--- src/rtl/fir_sample_source_if.sv ---
// fir_sample_source_if: valid/ready sample stream from the stimulus source to the FIR input.
interface fir_sample_source_if;
    logic [7:0] sample_out;
    logic       sample_valid;
    logic       sample_ready;
    modport master(output sample_out, sample_valid, input sample_ready);
    modport slave(input sample_out, sample_valid, output sample_ready);
endinterface

--- src/rtl/fir_sample_source.sv ---
// fir_sample_source: debounced push-button to LFSR sample producer on a valid/ready stream.
// Optional auto-repeat while held is enabled by defining FIR_SRC_AUTO_EN.
module fir_sample_source #(
    parameter int DEBOUNCE_CYCLES = 500000,
    parameter int AUTO_PERIOD     = 25000000
) (
    input  logic                   CLOCK_50,
    input  logic                   reset,
    input  logic                   toggleBtn,
    output logic [7:0]             xfer_count,
    output logic                   LEDG,
    fir_sample_source_if.master    bus
);
    localparam logic [0:0] IDLE  = 1'b0;
    localparam logic [0:0] OFFER = 1'b1;
    localparam int DW = $clog2(DEBOUNCE_CYCLES);

    logic [1:0]    sync;
    logic          db;
    logic          db_prev;
    logic [DW-1:0] db_cnt;
    logic [0:0]    state;
    logic [7:0]    lfsr;
    logic [7:0]    lfsr_next;
    logic          rise;
    logic          press;
    logic          xfer;

    always_comb begin
        lfsr_next        = (lfsr >> 1) ^ (lfsr[0] ? 8'hB8 : 8'h00);
        rise             = db & ~db_prev;
        xfer             = (state == OFFER) & bus.sample_ready;
        bus.sample_valid = state == OFFER;
        bus.sample_out   = lfsr;
    end

`ifdef FIR_SRC_AUTO_EN
    localparam int AW = $clog2(AUTO_PERIOD + 1);
    logic [AW-1:0] auto_cnt;
    logic          auto_hit;

    // Counting starts the cycle after the initial press so repeats land AUTO_PERIOD apart.
    assign auto_hit = db & db_prev & (auto_cnt == AW'(AUTO_PERIOD - 1));
    assign press    = rise | auto_hit;

    always_ff @(posedge CLOCK_50) begin
        if (reset || !(db && db_prev))
            auto_cnt <= '0;
        else
            auto_cnt <= auto_hit ? '0 : auto_cnt + 1'b1;
    end
`else
    logic unused_auto;
    assign unused_auto = |AUTO_PERIOD;
    assign press       = rise;
`endif

    always_ff @(posedge CLOCK_50) begin
        if (reset) begin
            sync       <= '0;
            db         <= 1'b0;
            db_prev    <= 1'b0;
            db_cnt     <= '0;
            state      <= IDLE;
            lfsr       <= 8'h01;
            xfer_count <= '0;
            LEDG       <= 1'b0;
        end else begin
            sync    <= {sync[0], toggleBtn};
            db_prev <= db;
            if (sync[1] == db)
                db_cnt <= '0;
            else if (db_cnt == DW'(DEBOUNCE_CYCLES - 1)) begin
                db     <= sync[1];
                db_cnt <= '0;
            end else
                db_cnt <= db_cnt + 1'b1;
            // A press coinciding with a transfer is dropped without flagging overrun.
            if (xfer) begin
                lfsr       <= lfsr_next;
                xfer_count <= xfer_count + 8'd1;
                state      <= IDLE;
            end else if (press) begin
                if (state == OFFER)
                    LEDG <= 1'b1;
                else
                    state <= OFFER;
            end
        end
    end
endmodule

--- src/flat_wrapper.sv ---
// flat-port wrapper written by rule: the top's interface ports become plain ports
module fir_sample_source_flat 
#(
    parameter int DEBOUNCE_CYCLES = 500000,
    parameter int AUTO_PERIOD     = 25000000
)
  (CLOCK_50, reset, toggleBtn, xfer_count, LEDG, bus_sample_out, bus_sample_valid, bus_sample_ready);
  fir_sample_source_if bus_i ();
  input  logic CLOCK_50;
  input  logic reset;
  input  logic toggleBtn;
  output logic [7:0] xfer_count;
  output logic LEDG;
  output wire logic [$bits(bus_i.sample_out)-1:0] bus_sample_out;
  output wire logic [$bits(bus_i.sample_valid)-1:0] bus_sample_valid;
  input wire logic [$bits(bus_i.sample_ready)-1:0] bus_sample_ready;
  assign bus_sample_out = bus_i.sample_out;
  assign bus_sample_valid = bus_i.sample_valid;
  assign bus_i.sample_ready = bus_sample_ready;
  fir_sample_source #(.DEBOUNCE_CYCLES(DEBOUNCE_CYCLES), .AUTO_PERIOD(AUTO_PERIOD)) u_core (.CLOCK_50(CLOCK_50), .reset(reset), .toggleBtn(toggleBtn), .xfer_count(xfer_count), .LEDG(LEDG), .bus(bus_i));
endmodule
--- config.mk ---
export PLATFORM = sky130hd
export DESIGN_NAME = fir_sample_source_flat
export DESIGN_NICKNAME = d
export VERILOG_FILES = /design/src/rtl/fir_sample_source_if.sv /design/src/rtl/fir_sample_source.sv /design/src/flat_wrapper.sv
export SDC_FILE = /design/constraint.sdc
export NUM_CORES = 1
export LEC_CHECK = 0
export ABC_AREA = 1
export BUFFER_PORTS_ARGS = -buffer_cell sky130_fd_sc_hd__buf_2
export CAP_MARGIN = 30
export CORE_ASPECT_RATIO = 2
export CORE_MARGIN = 3
export CORE_UTILIZATION = 57
export DETAILED_ROUTE_END_ITERATION = 8
export PLACE_DENSITY = 0.89
export SETUP_SLACK_MARGIN = 0.2
export SLEW_MARGIN = 20
export SYNTH_ARGS = -nofsm -noshare
export SYNTH_HDL_FRONTEND = slang
export SYNTH_SLANG_ARGS = --single-unit
--- constraint.sdc ---
create_clock -name CLOCK_50 -period 1.75 [get_ports CLOCK_50]
set_input_delay 0.35 -clock CLOCK_50 [delete_from_list [all_inputs] [get_ports CLOCK_50]]
set_output_delay 0.35 -clock CLOCK_50 [all_outputs]
set_load 0.03 [all_outputs]
## Word-level counts from Yosys, hierarchy flattened

Cells that the tools add are included.

| storage, ports and cells | value |
|---|---|
| flip-flop bits (word level) | 41 |
| logic and storage cells | 23 |
| bits in read-only memories | 0 |
| memories kept | 0 |
| memory bits (writable) | 0 |
| latch bits | 0 |
| input bits | 4 |
| output and inout bits | 18 |

| operators by class | value |
|---|---|
| add/subtract/negate cells | 2 |
| mux-type cells | 1 |
| reductions and logical operators | 4 |
| order comparisons | 0 |
| shift operators | 0 |
| multipliers | 0 |
| eq/ne operators | 2 |
| bitwise operators | 6 |
| div/mod/pow operators | 0 |

Operator list:

| cell | count |
|---|---|
| adder 19 x 1 -> 19 bit, second input constant | 1 |
| == test 19 bit, second input constant | 1 |
| adder 8 x 1 -> 8 bit, second input constant | 1 |
| two-way mux 8 bit | 1 |
| XOR 7 x 8 -> 8 bit | 1 |
| inverter 1 bit | 3 |
| AND reduction 3 bit | 1 |
| OR reduction 3 bit | 1 |
| bitwise AND 1 bit | 2 |
| AND reduction 2 bit | 1 |
| OR reduction 2 bit | 1 |
| == test 1 bit | 1 |

## Depth between registers and ports, before layout

Gate-level depths: netlist (run 1).

| logic depth | value |
|---|---|
| depth after elaboration | 3 |
| mapped depth | 10 |
| gate-level depth less buffers | 10 |

## Worst setup path after synthesis (run 1)

OpenSTA, ideal clock, no wires.

| path | value |
|---|---|
| path type | register -> register |
| start | reg u_core.db_cnt[0] |
| end | reg u_core.db_cnt[14] |
| stages on the path, launching flop included | 10 |
| data required time | 1.628 ns |
| period minus slack after synthesis | 1.526 ns |
| path slack | 0.224 ns |
| setup time | 0.122 ns |
| arrival time | 1.404 ns |
| cell sequence | dfxtp_1 ha_1 inv_2 nor2_4 nand3_2 nor2_1 nand2_1 nand2_4 buf_6 a21oi_1 |

| on the way | value |
|---|---|
| word-level cells in the longest chain between the ends | 2 |
| elaborated cells on any way between the ends | 3 |

RTL lines:

| item | line | RTL |
|---|---|---|
| start: declaration | fir_sample_source.sv:21 | `logic [DW-1:0] db_cnt;` |
| start signal: assignment | fir_sample_source.sv:77 | `db_cnt <= db_cnt + 1'b1;` |
| parallel branches: the longest is 2 deep, another holds adder 19 x 1 -> 19 bit | - |  |

Parallel ways; which one is timed is not known.
A chain may end at the register's enable or synchronous reset.

## Worst setup path in the final report (run 1)

| path | value |
|---|---|
| start | reg u_core.db_cnt[0] |
| end | reg u_core.db_cnt[1] |

Same word-level chain as after synthesis.

==> impl_metrics.ini, run 1 <==
[clock_tree]
hold_buffers = 0
clockBufferDepth = 2
numCtsBuffers = 5
cts_sinks = 41
clock_latency_ns = 0.29
path_clk_slew_ns = 0.08
root_buffer = clkbuf_8
cts_tree = yes
htreeDepth = 2

[sta]
skew_ns = 0.00551
rsz0062_at_grt = yes
slew_viol_final = 0
worst_slew_pin_slew_ns = 0.672
fmax_ghz = 0.672
slew_headroom = 0.550
finalCritPeriodShare = 0.851
hold_violations = 0
tns_ns = 0
finalCriticalPeriod_ns = 1.49
setup_violations = 0

[power]
ir_drop_v = 0.000751
p_int_w = 0.00126
pwr-share-clk = 0.396
p_sw_w = 0.000341
swShare = 0.213
power_frac_comb = 0.017
power_density_nw_per_um2 = 736
p_seq_frac = 0.586
p_total_w = 0.00160
p_leak_nw = 0.838

[yosys]
seq_area_frac_synth = 0.423
synth_xor_area_frac = 0.0451
ys_types = 24
synth_top_area_cell = dfxtp_1
synth_top_family_by_area = simple AND/OR/NAND/NOR gates
synth_seq_cells = 41
syn_nets = 290
synthCells = 284
synthAdderAreaFrac = 0.0129
yosysTopAreaCellShare = 0.423
yosysWarnings = 0
yosys-top-cells-area = dfxtp_1, nand2_1, nor2_1
synthSimpleGateAreaFrac = 0.322
synthMuxAreaShare = 0
synth_area_um2 = 1940
synth-compound-area-share = 0.0947
avgSynthCellArea_um2 = 6.84

[setup_path]
rr_worst_depth = 8
crit_fanout = 8
critPathRequiredTime_ns = 1.94
r2r-end = u_core.db_cnt[1]
rrSetupSlack_ns = 0.26
r2r_start = u_core.db_cnt[0]
start_kind = flop
end_kind = flop
cp.arrival_ns = 1.68
crit_type = reg2reg

[min_path]
holdPathEnd = u_core.sync[0]
min_path_type = in2reg
holdPathStages = 3
hold_start = toggleBtn

[placement]
gp_congestion = 0.885
numPortBuffers = 21
hpwlAfterDp_um = 3110

[floorplanning]
dieArea_um2 = 4190
die_h_um = 88.5
ioPinCount = 22
core_um2 = 3230
rows = 29
start_util = 0.601
die-width_um = 47.3

[finish]
diodes = 0
area_growth_pct = 11.8
mostFrequentLayoutCells = nand2_1, nor2_1, dfxtp_1
drive_above_1_share = 0.133
fillers = 261
nets = 314
final_common_cell = nand2_1

[outcome]
status = finished, final reports clean

[route]
first_pass_iters = 4
wl_per_cell_um = 13.2
vias = 1833
remaining_drc_errors = 0
wl_um = 4470
drtIter0Drc = 51
via_per_inst = 5.41
postRouteAntennaNets = 0

[global_route]
antenna_found_initial = 0
overflow = 0
grt_use_total = 0.247
grt_max_degree = 18
grt_pass1_wl_um = 7530
grt_pass1_vias = 1828

[run]
max-cap-violations = 0
-- registers in the layout, summed over array words and instances (netlist names) --
signal and cells:
u_core.bus.sample_out 8, u_core.LEDG 1, u_core.xfer_count 8, u_core.bus.sample_valid 1
u_core.db_prev 1, u_core.db_cnt 19, u_core.sync 2, u_core.db 1
-- power by group through the flow --
| stage | clock network [W] | registers, W | logic [W] |
|---|---|---|---|
| 3_3_place_gp | 0 | 0.000959 | 0.0000239 |
| 4_1_cts | 0.000639 | 0.000937 | 0.0000263 |
| 6_report | 0.000633 | 0.000937 | 0.0000274 |
| 2_1_floorplan | 0 | 0.000958 | 0.0000189 |
| 5_1_grt | 0.000664 | 0.000937 | 0.0000313 |
| 3_5_place_dp | 0 | 0.000959 | 0.0000247 |
-- worst max-delay path by stage --
stage | start | to | slack (ns)
3_3_place_gp | u_core.db_cnt[0] | u_core.db_cnt[10] | 0.25
6_report | u_core.db_cnt[0] | u_core.db_cnt[1] | 0.26
3_5_place_dp | u_core.db_cnt[0] | u_core.db_cnt[10] | 0.17
5_1_grt | u_core.db_cnt[0] | u_core.db_cnt[11] | 0.17
2_1_floorplan | u_core.db_cnt[0] | u_core.db_cnt[14] | 0.22
4_1_cts | u_core.db_cnt[0] | u_core.db_cnt[14] | 0.20
-- layout make-up --
cell class,instances,area [um^2],share of cell area
clock buffer,7,86.3,0.0398
inverter,37,139,0.0640
multi-input combinational,199,957,0.441
sequential,41,822,0.379
tap,31,38.8,0.0179
timing repair buffer,24,128,0.0588
-- logic make-up after synthesis --
kind of cell / count (synthesis)
buffers and inverters: 46
DFF: 41
AOI/OAI and AO/OA: 36
xor gates and xnor gates: 10
adders and majority gates: 2
and+or+nand+nor: 149
-- stage by stage --
| stage | worst slack (ns) | utilization | hold slack [ns] | area (um^2) | cells |
|---|---|---|---|---|---|
| floorplan | 0.224 | - | 0.388 | 1940 | 284 |
| global placement | 0.246 | 0.632 | 0.394 | 2040 | 329 |
| detailed placement | 0.171 | 0.632 | 0.413 | 2040 | 329 |
| CTS | 0.204 | 0.663 | 0.256 | 2140 | 337 |
| global route | 0.168 | 0.672 | 0.271 | 2170 | 339 |
| finish | 0.261 | 0.672 | 0.256 | 2170 | 339 |
-- Yosys cell counts --
| cell type | instances |
|---|---|
| nand2_1 | 67 |
| nor2_1 | 56 |
| dfxtp_1 | 41 |
| inv_1 | 35 |
| a21oi_1 | 18 |
| o21ai_0 | 16 |
| nand3_1 | 11 |
| xnor2_1 | 8 |
| buf_4 | 5 |
| nand4_1 | 5 |
| clkbuf_1 | 3 |
| and2_1 | 2 |
| ha_1 | 2 |
| inv_2 | 2 |
| nand3b_1 | 2 |
| nor3_1 | 2 |
| xor2_1 | 2 |
| a31oi_1 | 1 |
| buf_6 | 1 |
| nand2_4 | 1 |
| nand3_2 | 1 |
| nor2_4 | 1 |
| nor3b_1 | 1 |
| o211ai_1 | 1 |
-- metal layers --
metal  vias up  global-route usage  share of wire
met5         -                   0              0
met4         0               0.199          0.063
met3        28              0.0448          0.037
met2        52               0.416           0.53
met1       824               0.245           0.37
li1        929                   -              -
-- critical path: stages, from the launching register on --
cell     delay [ns]
dfxtp_2        0.37
ha_1           0.19
inv_2          0.06
nor2_4         0.17
nand3_2        0.09
nor2_2         0.18
nand2_4        0.11
nand2_4        0.14
nor2_1         0.05
-- timing repair --
item / in CTS / in global routing
gates cloned: 1 / 1
gates resized for setup: 3 / 4
setup buffers: 0 / 1
setup endpoints to repair: 17 / 19
pin swaps: 0 / 1
Note: power is estimated with default switching activity, not from simulation.
==> inputs of run 2 (changes only) <==
- ABC_AREA: 1 -> not set
- CORE_UTILIZATION: 57 -> 56
- PLACE_DENSITY: 0.89 -> 0.88
==> impl_metrics.ini, run 2 <==
[finish]
largest_reg_flops = 19
nets = 232
mostFrequentLayoutCells = dfxtp_1, nor2_1, nand2_1, buf_2, xnor2_1
area_growth_pct = 20.9
fillers = 227
final_common_cell = dfxtp_1
drive_above_1_share = 0.274
regMostFlops = u_core.db_cnt
diodes = 0
instances_no_fill = 256

[power]
p_leak_nw = 0.784
power_density_nw_per_um2 = 782
ir_drop_v = 0.000650
p_total_w = 0.00168

[global_route]
grt_pass1_vias = 1450
grt_use_total = 0.211
antenna_found_initial = 0
grt_pass1_wl_um = 6170
overflow = 0
grt_max_degree = 16

[placement]
numPortBuffers = 21
hpwlAfterDp_um = 2630
dpl.cell_count = 247
gp_congestion = 0.949
post-place-ws_ns = 0.186

[clock_tree]
hold_buffers = 0
root_buffer = clkbuf_8
clockBufferDepth = 2
path_clk_slew_ns = 0.08
numCtsBuffers = 5
cts_sinks = 41
cts_tree = yes
htreeDepth = 2
clock_latency_ns = 0.29

[floorplanning]
dieArea_um2 = 3920
ioPinCount = 22
rows = 28
core_um2 = 3010
die_h_um = 85.6
start_util = 0.589
die-width_um = 45.8

[sta]
setup_violations = 0
slew_viol_final = 0
fmax_ghz = 0.645
worst_slew_pin_slew_ns = 0.392
setup_ws_ns = 0.199
slew_headroom = 0.737
skew_ns = 0.00596
rsz0062_at_grt = yes
tns_ns = 0
hold_violations = 0
finalCriticalPeriod_ns = 1.55
finalCritPeriodShare = 0.887

[setup_path]
cp_num_buf_inv = 0
crit_type = reg2reg
crit_chain = nand3_1 > nand4b_1 > nor2_2 > mux2_2
cpLargestDelayFamily = simple AND/OR/NAND/NOR gates
start_kind = flop
cp.arrival_ns = 1.74
end_kind = flop
slowest_delay_ns = 0.41
critPathRequiredTime_ns = 1.94
crit_fanout = 4
cp_slowest_cell = dfxtp_1

[route]
postRouteAntennaNets = 0
wl_per_cell_um = 14.6
wl_um = 3730
vias = 1473
via_per_inst = 5.75
remaining_drc_errors = 0
drtIter0Drc = 25
first_pass_iters = 4

[min_path]
min_path_type = in2reg

[yosys]
synth_top_family_by_area = simple AND/OR/NAND/NOR gates
ys_types = 35
seq_area_frac_synth = 0.462
synth_seq_cells = 41
synth-compound-area-share = 0.0486
syn_nets = 205
synth_xor_area_frac = 0.123
synth_edf_count = 0
synthMostInstantiatedCell = dfxtp_1
synthFlopType = dfxtp_1
async_flop_share = 0
avgSynthCellArea_um2 = 8.92
synth_commonest_cells = dfxtp_1, nor2_1, nand2_1
synth_area_um2 = 1780
synth_top_area_cell = dfxtp_1
yosys-top-cells-area = dfxtp_1, xnor2_1, nor2_1
synthSimpleGateAreaFrac = 0.297
synthAdderAreaFrac = 0.0141
yosysTopAreaCellShare = 0.462
synthMuxAreaShare = 0.0120
synthCells = 199
yosysWarnings = 0

[outcome]
status = finished, final reports clean

[run]
max-cap-violations = 0
[run 2: area by class of cell]
cell class,count,area (um^2),share of cell area
well taps,30,37.5,0.0175
multi-input cells,143,950,0.442
inverters,4,15.0,0.00699
clock inverters,2,35.0,0.0163
clock buffers,5,68.8,0.0321
repair buffers,31,193,0.0897
flip-flops and latches,41,848,0.395
[run 2: routing by layer]
| layer | track usage | up-vias | wire [um] | part of all wire |
|---|---|---|---|---|
| met5 | 0 | - | 0 | 0 |
| met2 | 0.377 | 41 | 2070 | 0.55 |
| met4 | 0.132 | 0 | 166 | 0.044 |
| met1 | 0.202 | 688 | 1370 | 0.37 |
| met3 | 0.0441 | 17 | 132 | 0.035 |
| li1 | - | 727 | - | - |
[run 2: kinds of logic (layout without fill, tap and decap cells)]
group | count (synthesis) | in the layout
adders and majority gates | 2 | 2
AOI/OAI and AO/OA | 15 | 15
and+or+nand+nor | 99 | 99
muxes | 2 | 2
buffers and inverters | 15 | 42
DFF | 41 | 41
xor gates and xnor gates | 25 | 25
[run 2: final timing paths]
path                           from        endpoint  slack, ns  cells after the start
hold reg to reg      u_core.sync[0]  u_core.sync[1]       0.44                      1
setup / recovery  u_core.db_cnt[15]       u_core.db       0.20                      4
setup reg to reg  u_core.db_cnt[15]       u_core.db       0.20                      4
hold / removal            toggleBtn  u_core.sync[0]       0.26                      2
[run 2: power breakdown]
group / switching, W / internal (W) / leakage, nW
clock network: 0.000310 / 0.000414 / 0.0540
registers: 0.00000198 / 0.000926 / 0.338
logic: 0.0000162 / 0.0000111 / 0.392
total: 0.000328 / 0.00135 / 0.784
[run 2: stage by stage]
stage          area [um^2]  utilization  hold WS (ns)
4_1_cts               2070        0.689         0.263
2_1_floorplan         1800            -         0.414
3_3_place_gp          1950        0.649         0.423
3_5_place_dp          1950        0.649         0.435
6_report              2150        0.713         0.264
5_1_grt               2150        0.713         0.296
[run 2: what timing repair did]
action,in CTS,in global routing
setup endpoints to repair,1,16
resized for setup,4,15
setup buffers,1,1
pin swaps,0,3
[run 2: worst register-to-register path, cell delays in order (launching register included)]
cell and delay [ns]:
dfxtp_1 0.41, nand3_1 0.20, nand4b_1 0.32, nor2_2 0.17, mux2_2 0.34
==> inputs of run 3 (changes only) <==
- BUFFER_PORTS_ARGS: -buffer_cell sky130_fd_sc_hd__buf_2 -> not set
- CORE_UTILIZATION: 56 -> 61
- DONT_BUFFER_PORTS: not set -> 1
- MAX_ROUTING_LAYER: not set -> met4
==> impl_metrics.ini, run 3 (synthesis gave the netlist of run 2 again) <==
[sta]
hold_ws_ns = 0.118
skew_ns = 0.00363
tns_ns = 0
worst_slew_pin_slew_ns = 0.504
hold_violations = 0
fmax_ghz = 0.653
rsz0062_at_grt = yes
slew_headroom = 0.663
slew_viol_final = 0
finalCriticalPeriod_ns = 1.53
finalCritPeriodShare = 0.875
setup_violations = 0

[floorplanning]
die-width_um = 44.2
start_util = 0.641
core_um2 = 2770
dieArea_um2 = 3630
ioPinCount = 22
rows = 27
die_h_um = 82.3

[outcome]
status = finished, final reports clean

[placement]
hpwlAfterDp_um = 2590
gp_congestion = 0.926
numPortBuffers = 0

[finish]
nets = 222
mostFrequentLayoutCells = nor2_1, dfxtp_1, nand2_1
largest_reg_flops = 19
area_growth_pct = 19.6
fillers = 174
drive_above_1_share = 0.240
regMostFlops = u_core.db_cnt
diodes = 0

[setup_path]
end_kind = flop
cp.arrival_ns = 1.72
cp-startpoint = u_core.db_cnt[6]
crit_fanout = 13
r2r-end = u_core.db_cnt[8]
start_kind = flop
crit_type = reg2reg
r2r_start = u_core.db_cnt[6]
endpoint = u_core.db_cnt[8]
rr_worst_depth = 6
critPathRequiredTime_ns = 1.94
rrSetupSlack_ns = 0.22

[global_route]
grt_max_degree = 26
antenna_found_initial = 0
grt_pass1_vias = 1405
overflow = 0
grt_use_total = 0.220
grt_pass1_wl_um = 5750

[route]
drtIter0Drc = 40
wl_per_cell_um = 15.6
wl_um = 3840
postRouteAntennaNets = 0
via_per_inst = 6.00
remaining_drc_errors = 0
first_pass_iters = 4
vias = 1477

[power]
ir_drop_v = 0.000719
p_leak_nw = 0.736
power_density_nw_per_um2 = 811

[min_path]
min_path_type = in2reg

[run]
max-cap-violations = 0

[clock_tree]
numCtsBuffers = 5
path_clk_slew_ns = 0.08
cts_tree = yes
cts_sinks = 41
root_buffer = clkbuf_8
clock_latency_ns = 0.29
htreeDepth = 2
clockBufferDepth = 2
run 3: per-layer routing:
metal | GRT usage | wire length [um]
met1 | 0.191 | 1320
met5 | - | 0
met3 | 0.0499 | 183
met4 | 0.127 | 118
met2 | 0.409 | 2220
run 3: layout make-up:
type                       instances  area [um^2]  share of cell area
clock inverter                     2         37.5              0.0177
inverter                           4         15.0             0.00707
multi-input combinational        143          925               0.435
tap                               29         36.3              0.0171
sequential                        41          853               0.402
clock buffer                       6         82.6              0.0389
timing repair buffer              21          174              0.0819
run 3: timing repair:
action,in CTS,in global routing
gates cloned,0,0
endpoints found under the setup margin,3,18
resized for setup,4,15
pin swaps,1,7
hold buffers,0,0
buffers inserted,1,9
run 3: critical path: stages (launching register included):
cell and delay [ns]:
dfxtp_4 0.36, buf_4 0.15, nor3b_2 0.17, nand4b_1 0.20
o21ai_2 0.32, buf_12 0.17, nor2_1 0.05
run 3: how the worst min path moves through the flow:
stage	startpoint	end	slack (ns)	depth (start not counted)
after floorplan	u_core.sync[0]	u_core.sync[1]	0.41	1
after global placement	reset	u_core.bus.sample_valid	0.42	1
after detailed placement	reset	u_core.bus.sample_valid	0.42	1
after CTS	reset	u_core.bus.sample_valid	0.11	1
after global routing	reset	u_core.xfer_count[6]	0.11	1
final	reset	u_core.bus.sample_valid	0.12	1
run 3: per-stage QoR:
step / total power (W) / utilization / std cells / setup slack [ns] / cell area [um^2]
6_report: 0.00172 / 0.766 / 246 / 0.219 / 2120
5_1_grt: 0.00177 / 0.766 / 246 / 0.131 / 2120
4_1_cts: 0.00174 / 0.725 / 237 / 0.132 / 2010
3_5_place_dp: 0.000971 / 0.675 / 228 / 0.111 / 1870
3_3_place_gp: 0.000971 / 0.675 / 228 / 0.154 / 1870
2_1_floorplan: 0.000972 / - / 199 / 0.200 / 1800
run 3: power breakdown:
group | switching, W | internal [W]
Clock | 0.000319 | 0.000463
Sequential | 0.00000140 | 0.000924
Combinational | 0.00000665 | 0.00000779
Total | 0.000327 | 0.00140
